<file path="src/rtl/axi_aw_rr_scheduler.sv">
// Round-robin arbiter for AXI write-address channels. The grant is combinational in IDLE
// and frozen in LOCKED until the downstream accepts. Outstanding write bursts are capped.
module axi_aw_rr_scheduler #(
  parameter int N_TARG_PORT     = 7,
  parameter int LOG_N_TARG      = $clog2(N_TARG_PORT),
  parameter int AW_PAYLOAD_W    = 64,
  parameter int MAX_OUTSTANDING = 8,
  localparam int CNT_W          = $clog2(MAX_OUTSTANDING + 1)
) (
  input  logic                                      clk,
  input  logic                                      rst,
  input  logic [N_TARG_PORT-1:0]                    awvalid_i,
  input  logic [N_TARG_PORT-1:0][AW_PAYLOAD_W-1:0]  awpayload_i,
  output logic [N_TARG_PORT-1:0]                    awready_o,
  output logic                                      awvalid_o,
  output logic [AW_PAYLOAD_W-1:0]                   awpayload_o,
  input  logic                                      awready_i,
  output logic                                      push_ID_o,
  output logic [LOG_N_TARG+N_TARG_PORT-1:0]         ID_o,
  input  logic                                      grant_FIFO_ID_i,
  input  logic                                      wburst_done_i,
  output logic [CNT_W-1:0]                          outstanding_o,
  output logic                                      fsm_state
);

  // Handshake: a transfer happens on the downstream AW channel in any cycle where
  // awvalid_o & awready_i; once awvalid_o rises it stays high with a frozen winner
  // until that transfer, and the transfer is the only event that pushes an ID.

  typedef enum logic {
    IDLE   = 1'b0,
    LOCKED = 1'b1
  } state_t;

  localparam logic [CNT_W-1:0]      CNT_MAX  = CNT_W'(MAX_OUTSTANDING);
  localparam logic [LOG_N_TARG-1:0] LAST_IDX = LOG_N_TARG'(N_TARG_PORT - 1);

  state_t                  state_q, state_d;
  logic [LOG_N_TARG-1:0]   rr_ptr_q, rr_ptr_d;
  logic [LOG_N_TARG-1:0]   winner_q, winner_d;
  logic [CNT_W-1:0]        cnt_q, cnt_d;

  logic                    rr_found;
  logic [LOG_N_TARG-1:0]   rr_pick;
  logic                    eligible;
  logic [LOG_N_TARG-1:0]   cur_winner;
  logic                    grant_valid;
  logic                    handshake;
  logic [N_TARG_PORT-1:0]  onehot;

  function automatic logic [LOG_N_TARG-1:0] wrap_idx(input logic [LOG_N_TARG-1:0] base,
                                                      input int off);
    int s;
    s = int'(base) + off;
    if (s >= N_TARG_PORT) s = s - N_TARG_PORT;
    return LOG_N_TARG'(s);
  endfunction

  // First requester at or after rr_ptr, wrapping modulo N_TARG_PORT.
  always_comb begin
    rr_found = 1'b0;
    rr_pick  = '0;
    for (int i = 0; i < N_TARG_PORT; i++) begin
      if (!rr_found && awvalid_i[wrap_idx(rr_ptr_q, i)]) begin
        rr_found = 1'b1;
        rr_pick  = wrap_idx(rr_ptr_q, i);
      end
    end
  end

  assign eligible = rr_found & grant_FIFO_ID_i & (cnt_q < CNT_MAX);

  always_comb begin
    state_d     = state_q;
    winner_d    = winner_q;
    rr_ptr_d    = rr_ptr_q;
    cur_winner  = rr_pick;
    grant_valid = 1'b0;
    unique case (state_q)
      IDLE: begin
        cur_winner  = rr_pick;
        grant_valid = eligible;
        if (eligible && !awready_i) begin
          state_d  = LOCKED;
          winner_d = rr_pick;
        end
      end
      LOCKED: begin
        // FIFO space and the outstanding cap cannot shrink while we hold the grant.
        cur_winner  = winner_q;
        grant_valid = 1'b1;
        if (awready_i) state_d = IDLE;
      end
      default: state_d = IDLE;
    endcase
    if (rst) grant_valid = 1'b0;
    handshake = grant_valid & awready_i;
    if (handshake) begin
      winner_d = cur_winner;
      rr_ptr_d = (cur_winner == LAST_IDX) ? '0 : cur_winner + 1'b1;
    end
  end

  always_comb begin
    onehot             = '0;
    onehot[cur_winner] = 1'b1;
  end

  always_comb begin
    cnt_d = cnt_q;
    if (handshake && !wburst_done_i) begin
      if (cnt_q < CNT_MAX) cnt_d = cnt_q + 1'b1;
    end else if (!handshake && wburst_done_i && (cnt_q != '0)) begin
      cnt_d = cnt_q - 1'b1;
    end
  end

  always_ff @(posedge clk) begin
    if (rst) begin
      state_q  <= IDLE;
      rr_ptr_q <= '0;
      winner_q <= '0;
      cnt_q    <= '0;
    end else begin
      state_q  <= state_d;
      rr_ptr_q <= rr_ptr_d;
      winner_q <= winner_d;
      cnt_q    <= cnt_d;
    end
  end

  assign awvalid_o     = grant_valid;
  assign push_ID_o     = handshake;
  assign awready_o     = handshake ? onehot : '0;
  assign awpayload_o   = awpayload_i[cur_winner];
  assign ID_o          = {cur_winner, onehot};
  assign outstanding_o = rst ? '0 : cnt_q;
  assign fsm_state     = state_q;

endmodule
</file>
<file path="config.mk">
export PLATFORM = sky130hd
export DESIGN_NAME = axi_aw_rr_scheduler
export DESIGN_NICKNAME = d
export VERILOG_FILES = /design/src/rtl/axi_aw_rr_scheduler.sv
export SDC_FILE = /design/constraint.sdc
export NUM_CORES = 1
export LEC_CHECK = 0
export BUFFER_PORTS_ARGS = -buffer_cell sky130_fd_sc_hd__buf_4
export CAP_MARGIN = 30
export CORE_AREA = 2 2 215 217
export CTS_BUF_LIST = sky130_fd_sc_hd__clkbuf_8
export DETAILED_ROUTE_END_ITERATION = 10
export DIE_AREA = 0 0 217 219
export GPL_TIMING_DRIVEN = 0
export HOLD_SLACK_MARGIN = 0.06
export PLACE_DENSITY_LB_ADDON = 0.3
export SLEW_MARGIN = 20
export SYNTH_ARGS = -nofsm -noshare
export SYNTH_HDL_FRONTEND = slang
export SYNTH_SLANG_ARGS = --single-unit
export TNS_END_PERCENT = 1
</file>
<file path="constraint.sdc">
create_clock -name clk -period 9.3 [get_ports clk]
set_clock_uncertainty 0.15 [all_clocks]
set_input_delay 0.465 -clock clk [delete_from_list [all_inputs] [get_ports clk]]
set_output_delay 0.465 -clock clk [all_outputs]
set_load 0.05 [all_outputs]
</file>
### Yosys cells after proc, flatten, opt, wreduce, memory -nomap -nowiden

Index checks and enable logic that the tools add are counted.

| word-level totals | value |
|---|---|
| bits in registers | 11 |
| bits in latches | 0 |
| memory bits (writable) | 0 |
| memory bits (read-only) | 0 |
| input port bits | 460 |
| output and inout port bits | 88 |
| logic and storage cells | 123 |
| memories kept | 0 |

| cells by class | value |
|---|---|
| $add $sub $neg | 16 |
| multipliers | 0 |
| divide/modulo/power cells | 0 |
| magnitude comparators | 17 |
| eq/ne operators | 3 |
| shift-type cells | 0 |
| multiplexer cells | 54 |
| bitwise gates (word level) | 4 |
| reductions and logical operators | 25 |

Operators with widths:

| kind | number |
|---|---|
| binary-select mux 64 bit (select 3 bit) | 1 |
| 2-to-1 mux 64 bit | 1 |
| 2-to-1 mux 3 bit | 18 |
| < comparator 3 x 4 -> 1 bit, second input constant | 8 |
| greater-or-equal comparator 4 x 3 -> 1 bit, second input constant | 6 |
| binary-select mux 1 bit (select 3 bit) | 7 |
| subtractor 3 bit, second input constant | 7 |
| 2-to-1 mux 1 bit | 18 |
| 2-to-1 mux 4 bit | 4 |
| adder 3 x 3 -> 4 bit, second input constant | 3 |
| logical AND 1 bit | 11 |
| zero test 1 bit | 9 |
| adder 3 x 2 -> 4 bit, second input constant | 2 |
| 2-to-1 mux 7 bit | 1 |
| case mux 3 bit (2 select lines) | 1 |
| adder 3 x 1 -> 4 bit, second input constant | 1 |
| adder 4 x 1 -> 4 bit, second input constant | 1 |
| < comparator 4 bit, second input constant | 1 |
| case mux 1 bit (2 select lines) | 2 |
| AND reduction 2 bit | 2 |
| nonzero test 2 bit | 2 |
| nonzero test 4 bit | 1 |
| subtractor 4 x 1 -> 4 bit, second input constant | 1 |
| adder 3 x 1 -> 3 bit, second input constant | 1 |
| other kinds (8) | 10 |

### Longest topological paths before layout

| depth | value |
|---|---|
| word-level depth | 33 |
| gate-level depth with buffers | 21 |

### Least setup slack after synthesis

Ideal clock, no wire load.

| timing | value |
|---|---|
| kind | reg-to-output |
| from | reg rr_ptr_q[1] |
| to | out awready_o[3] |
| data arrival time | 4875 ps |
| path slack | 3810 ps |
| cell stages (with the launch flop) | 20 |
| path buffers | 5 |
| cells stage by stage | dfxtp_1 buf_2 inv_1 ha_1 inv_1 fa_1 clkbuf_1 mux2i_1 mux4_2 nor2b_1 or2_2 nor3_2 o211ai_1 a21o_1 buf_4 inv_2 nand3_2 buf_4 buf_2 nor3_1 |

| on the way | value |
|---|---|
| longest elaborated chain between the ends | 29 |

RTL lines:

| what | line | RTL |
|---|---|---|
| from (decl) | 39 | `logic [LOG_N_TARG-1:0] rr_ptr_q, rr_ptr_d;` |
| from (signal assigned) | 126 | `rr_ptr_q <= rr_ptr_d;` |
| parallel branches: the longest is 22 deep, another holds adder 3 x 1 -> 4 bit | n/a |  |
| 2-to-1 mux 3 bit (*) | 64 | `if (!rr_found && awvalid_i[wrap_idx(rr_ptr_q, i)]) begin` |
| case mux 3 bit (2 select lines) (*) | 79 | `unique case (state_q)` |
| named net ID_o[8] | 19 | `output logic [LOG_N_TARG+N_TARG_PORT-1:0] ID_o,` |
| < comparator 3 x 4 -> 1 bit (implied by the code) / greater-or-equal comparator 3 x 1 -> 1 bit (equally long branches) | 106 | `onehot[cur_winner] = 1'b1;` |
| logical AND 1 bit (implied by the code) | 106 |  |
| 2-to-1 mux 1 bit (implied by the code) | 106 |  |
| demux 1 bit (select 3 bit) (*) | 106 |  |
| 2-to-1 mux 7 bit (*) | 134 | `assign awready_o = handshake ? onehot : '0;` |
| to (decl) | 14 | `output logic [N_TARG_PORT-1:0] awready_o,` |

Mark *: on every way through the listed nets, which the timed path passes. The select of a mux whose other input is x is not followed.

### Final worst setup path

| timing | value |
|---|---|
| from | reg rr_ptr_q[1] |
| to | out awpayload_o[13] |

| on the way | value |
|---|---|
| longest elaborated chain between the ends | 26 |

RTL lines:

| what | line | RTL |
|---|---|---|
| parallel branches: the longest is 22 deep, another holds adder 3 x 1 -> 4 bit | n/a |  |
| 2-to-1 mux 3 bit (*) | 64 |  |
| case mux 3 bit (2 select lines) (*) | 79 |  |
| binary-select mux 64 bit (select 3 bit) (*) | 135 | `assign awpayload_o = awpayload_i[cur_winner];` |
| 2-to-1 mux 64 bit (implied by the code) (*) | 135 |  |
| to (decl) | 16 | `output logic [AW_PAYLOAD_W-1:0] awpayload_o,` |

Mark *: on every way between the ends. The select of a mux whose other input is x is not followed.

==> out/metrics.cfg <==
[clock_network]
path_clk_slew_ps = 50
cts-resized-gates = 0
cts.path.max_buffers = 2
clk_latency_ps = 250
cts_setup_buffers = 0
clock_sinks = 11
cts_made_buffers = 3
cts_tree = yes
clockRootBuffer = clkbuf_8
cts_max_level = 1
ctsHoldBuffers = 0

[global_route]
grt_overflow_total = 0
grt_pass1_wl_um = 112900
grt_max_degree = 11
grt_use_total_pct = 30.39
grt_pass1_vias = 17930
antenna_found_initial = 9

[yosys]
syn_avg_cell_area_um2 = 6.911
synth_top_cell_by_area = mux2i_1
synth_cell_type_count = 97
ys_ff_latch = 11
synth_area_leaders = mux2i_1 (7.7%), a211oi_1 (6.8%), o41ai_2 (6.6%)
ys_seq_area_share_pct = 1.751
synth_cells = 1820
synthesis.nets = 2296
synth-edff-count = 0
yosys_most_used_dff = dfxtp_1
async_reset_ff_share_pct = 0
syn_area_um2 = 12580
synth.top_cell.area_share_pct = 7.719
yosysWarnings = 0

[worst_setup_path]
cp.arrival_ps = 6170
timing.reg2reg.setup_slack_ps = 3710
crit_path_end_kind = output port
r2r-start = rr_ptr_q[1]$_SDFFE_PP0P_
crit_type = reg2out
cp-start-kind = register
reg2regPathDepth = 17
crit_start = rr_ptr_q[1]$_SDFFE_PP0P_
cp.required_ps = 8690
critPathMaxFanout = 10
reg2reg_to = rr_ptr_q[1]$_SDFFE_PP0P_

[final_layout]
mostFrequentLayoutCell = buf_4
layout-drive-gt1-share_pct = 31.00
regArea_um2 = 220.2
syn_to_final_growth_pct = 38.91
multi_input_area_um2 = 10720
fill_cells = 4875
final_nets = 2845
final_cell_mix = buf_4 (555), nand2_1 (198), clkbuf_1 (168), nor2_1 (151), inv_1 (130)

[drt]
vias = 18530
first_iter_violations = 1964
route.detailed.drc = 0
wl_met2_um = 35880
top_layer = met5
wl_per_cell_um = 25.93
met3_length_um = 6043
ant_nets = 0
drtPass1Iterations = 6
wl_met1_um = 31980
routed_via_density = 6.232
drt_wl_total_um = 77110

[place]
gp_congestion = 0.9476
port_buffers = 544
dp_hpwl_um = 61050

[job]
cap_violations = 0

[min_path]
hold_end = fsm_state$_SDFF_PP0_
worstHoldPathCells = 2
hp-class = in2reg
min_from = awready_i

[timing]
fin_crit_sh_pct = 72.95
slew_viol_final = 0
relSlewSlack_pct = 35.01
grt_setup_unrepaired = no
fmax_mhz = 147.4
hold_viol_final = 0
worstMarginPinSlew_ps = 974.9
hold_ws_ps = 294.3
min_period_ps = 6784
setup_violations = 0
finalSetupTns_ps = 0

[pwr]
power_leakage_nw = 8.094
ir_worst_vdd_mv = 0.3124
p_per_area_nw_per_um2 = 368.5

[floorplanning]
rows = 78
start_util_pct = 27.90
die_area_um2 = 47520
die_width_um = 217
boundaryPins = 548
core-area_um2 = 45090
dieHeight_um = 219

[outcome]
status = completed

[layout make-up]
cell class	count	area share (%)
Buffer	245	6.545
Inverter	132	2.836
Tap cell	600	4.296
Clock buffer	3	0.2363
Clock inverter	1	0.02148
Sequential cell	11	1.260
Timing Repair Buffer	544	23.37
Antenna cell	6	0.08593
Multi-Input combinational cell	1432	61.35
[kinds of logic (layout without fill, tap and decap cells)]
family	after synthesis	count (layout)	synth area share (%)
other cells	0	6	0
mux	106	106	8.724
fa+ha+maj	16	16	1.711
buf+inv	377	925	13.03
flops	11	11	1.751
xor+xnor	10	10	0.6964
compound gates	811	811	56.48
simple gates	489	489	17.61
[worst max-delay path, stage by stage (launching register included)]
cell and delay [ps]:
dfxtp_1 390, buf_2 250, inv_1 300, ha_1 270
inv_1 70, fa_1 480, clkbuf_1 360, mux2i_1 260
mux4_2 280, nor2b_1 70, or2_2 320, nor4_2 370
a21oi_1 160, a21o_1 260, nand2_2 410, buf_2 550
clkbuf_1 490, a31oi_1 190, a21oi_2 200, buf_4 220
[stage by stage]
stage	cell area (um2)	instances	power (W)	util, %	setup slack [ps]
4_1_cts	17460	2968	0.006359	38.72	2690
6_report	17470	2974	0.006439	38.75	2516
3_5_place_dp	17410	2964	0.006292	38.62	2981
2_1_floorplan	12580	1820	0.004291	-	3810
5_1_grt	17460	2969	0.006738	38.73	2241
3_3_place_gp	17410	2964	0.006250	38.62	2986
[state kept, by name (all words and copies together) (netlist names)]
name and cells:
fsm_state 1, cnt_q 4, rr_ptr_q 3, winner_q 3
[routing by layer]
metal  track usage, %  vias to the layer above
met1            40.11                     8951
met4            10.94                       10
li1                 -                     8314
met5                0                        -
met2            50.29                     1086
met3            4.255                      173
[power breakdown]
group / switching, W / internal (W)
clock network: 0.0000222 / 0.0000292
registers: 0.0000218 / 0.0000612
logic: 0.00428 / 0.00203
total: 0.00432 / 0.00212
[synth_stat cells (41+ instances only)]
library cell,n
nand2_1,198
clkbuf_1,168
nor2_1,151
inv_1,129
a211oi_1,114
a31oi_1,108
mux2i_1,97
a21oi_1,65
o41ai_1,59
a41oi_1,55
o211a_1,55
a311o_1,54
o2bb2a_1,54
o41ai_2,51
o32ai_1,46
buf_2,41
[worst max path at each step]
| stage | slack (ps) | endpoint | cells after the start |
|---|---|---|---|
| 3_5_place_dp | 2980 | awpayload_o[13] | 19 |
| 5_1_grt | 2240 | awpayload_o[33] | 19 |
| 4_1_cts | 2690 | awpayload_o[33] | 19 |
| 3_3_place_gp | 2990 | awpayload_o[33] | 19 |
| 2_1_floorplan | 3810 | awready_o[3] | 19 |
| 6_report | 2520 | awpayload_o[13] | 19 |
No activity file was read; power rests on OpenSTA's default activity.
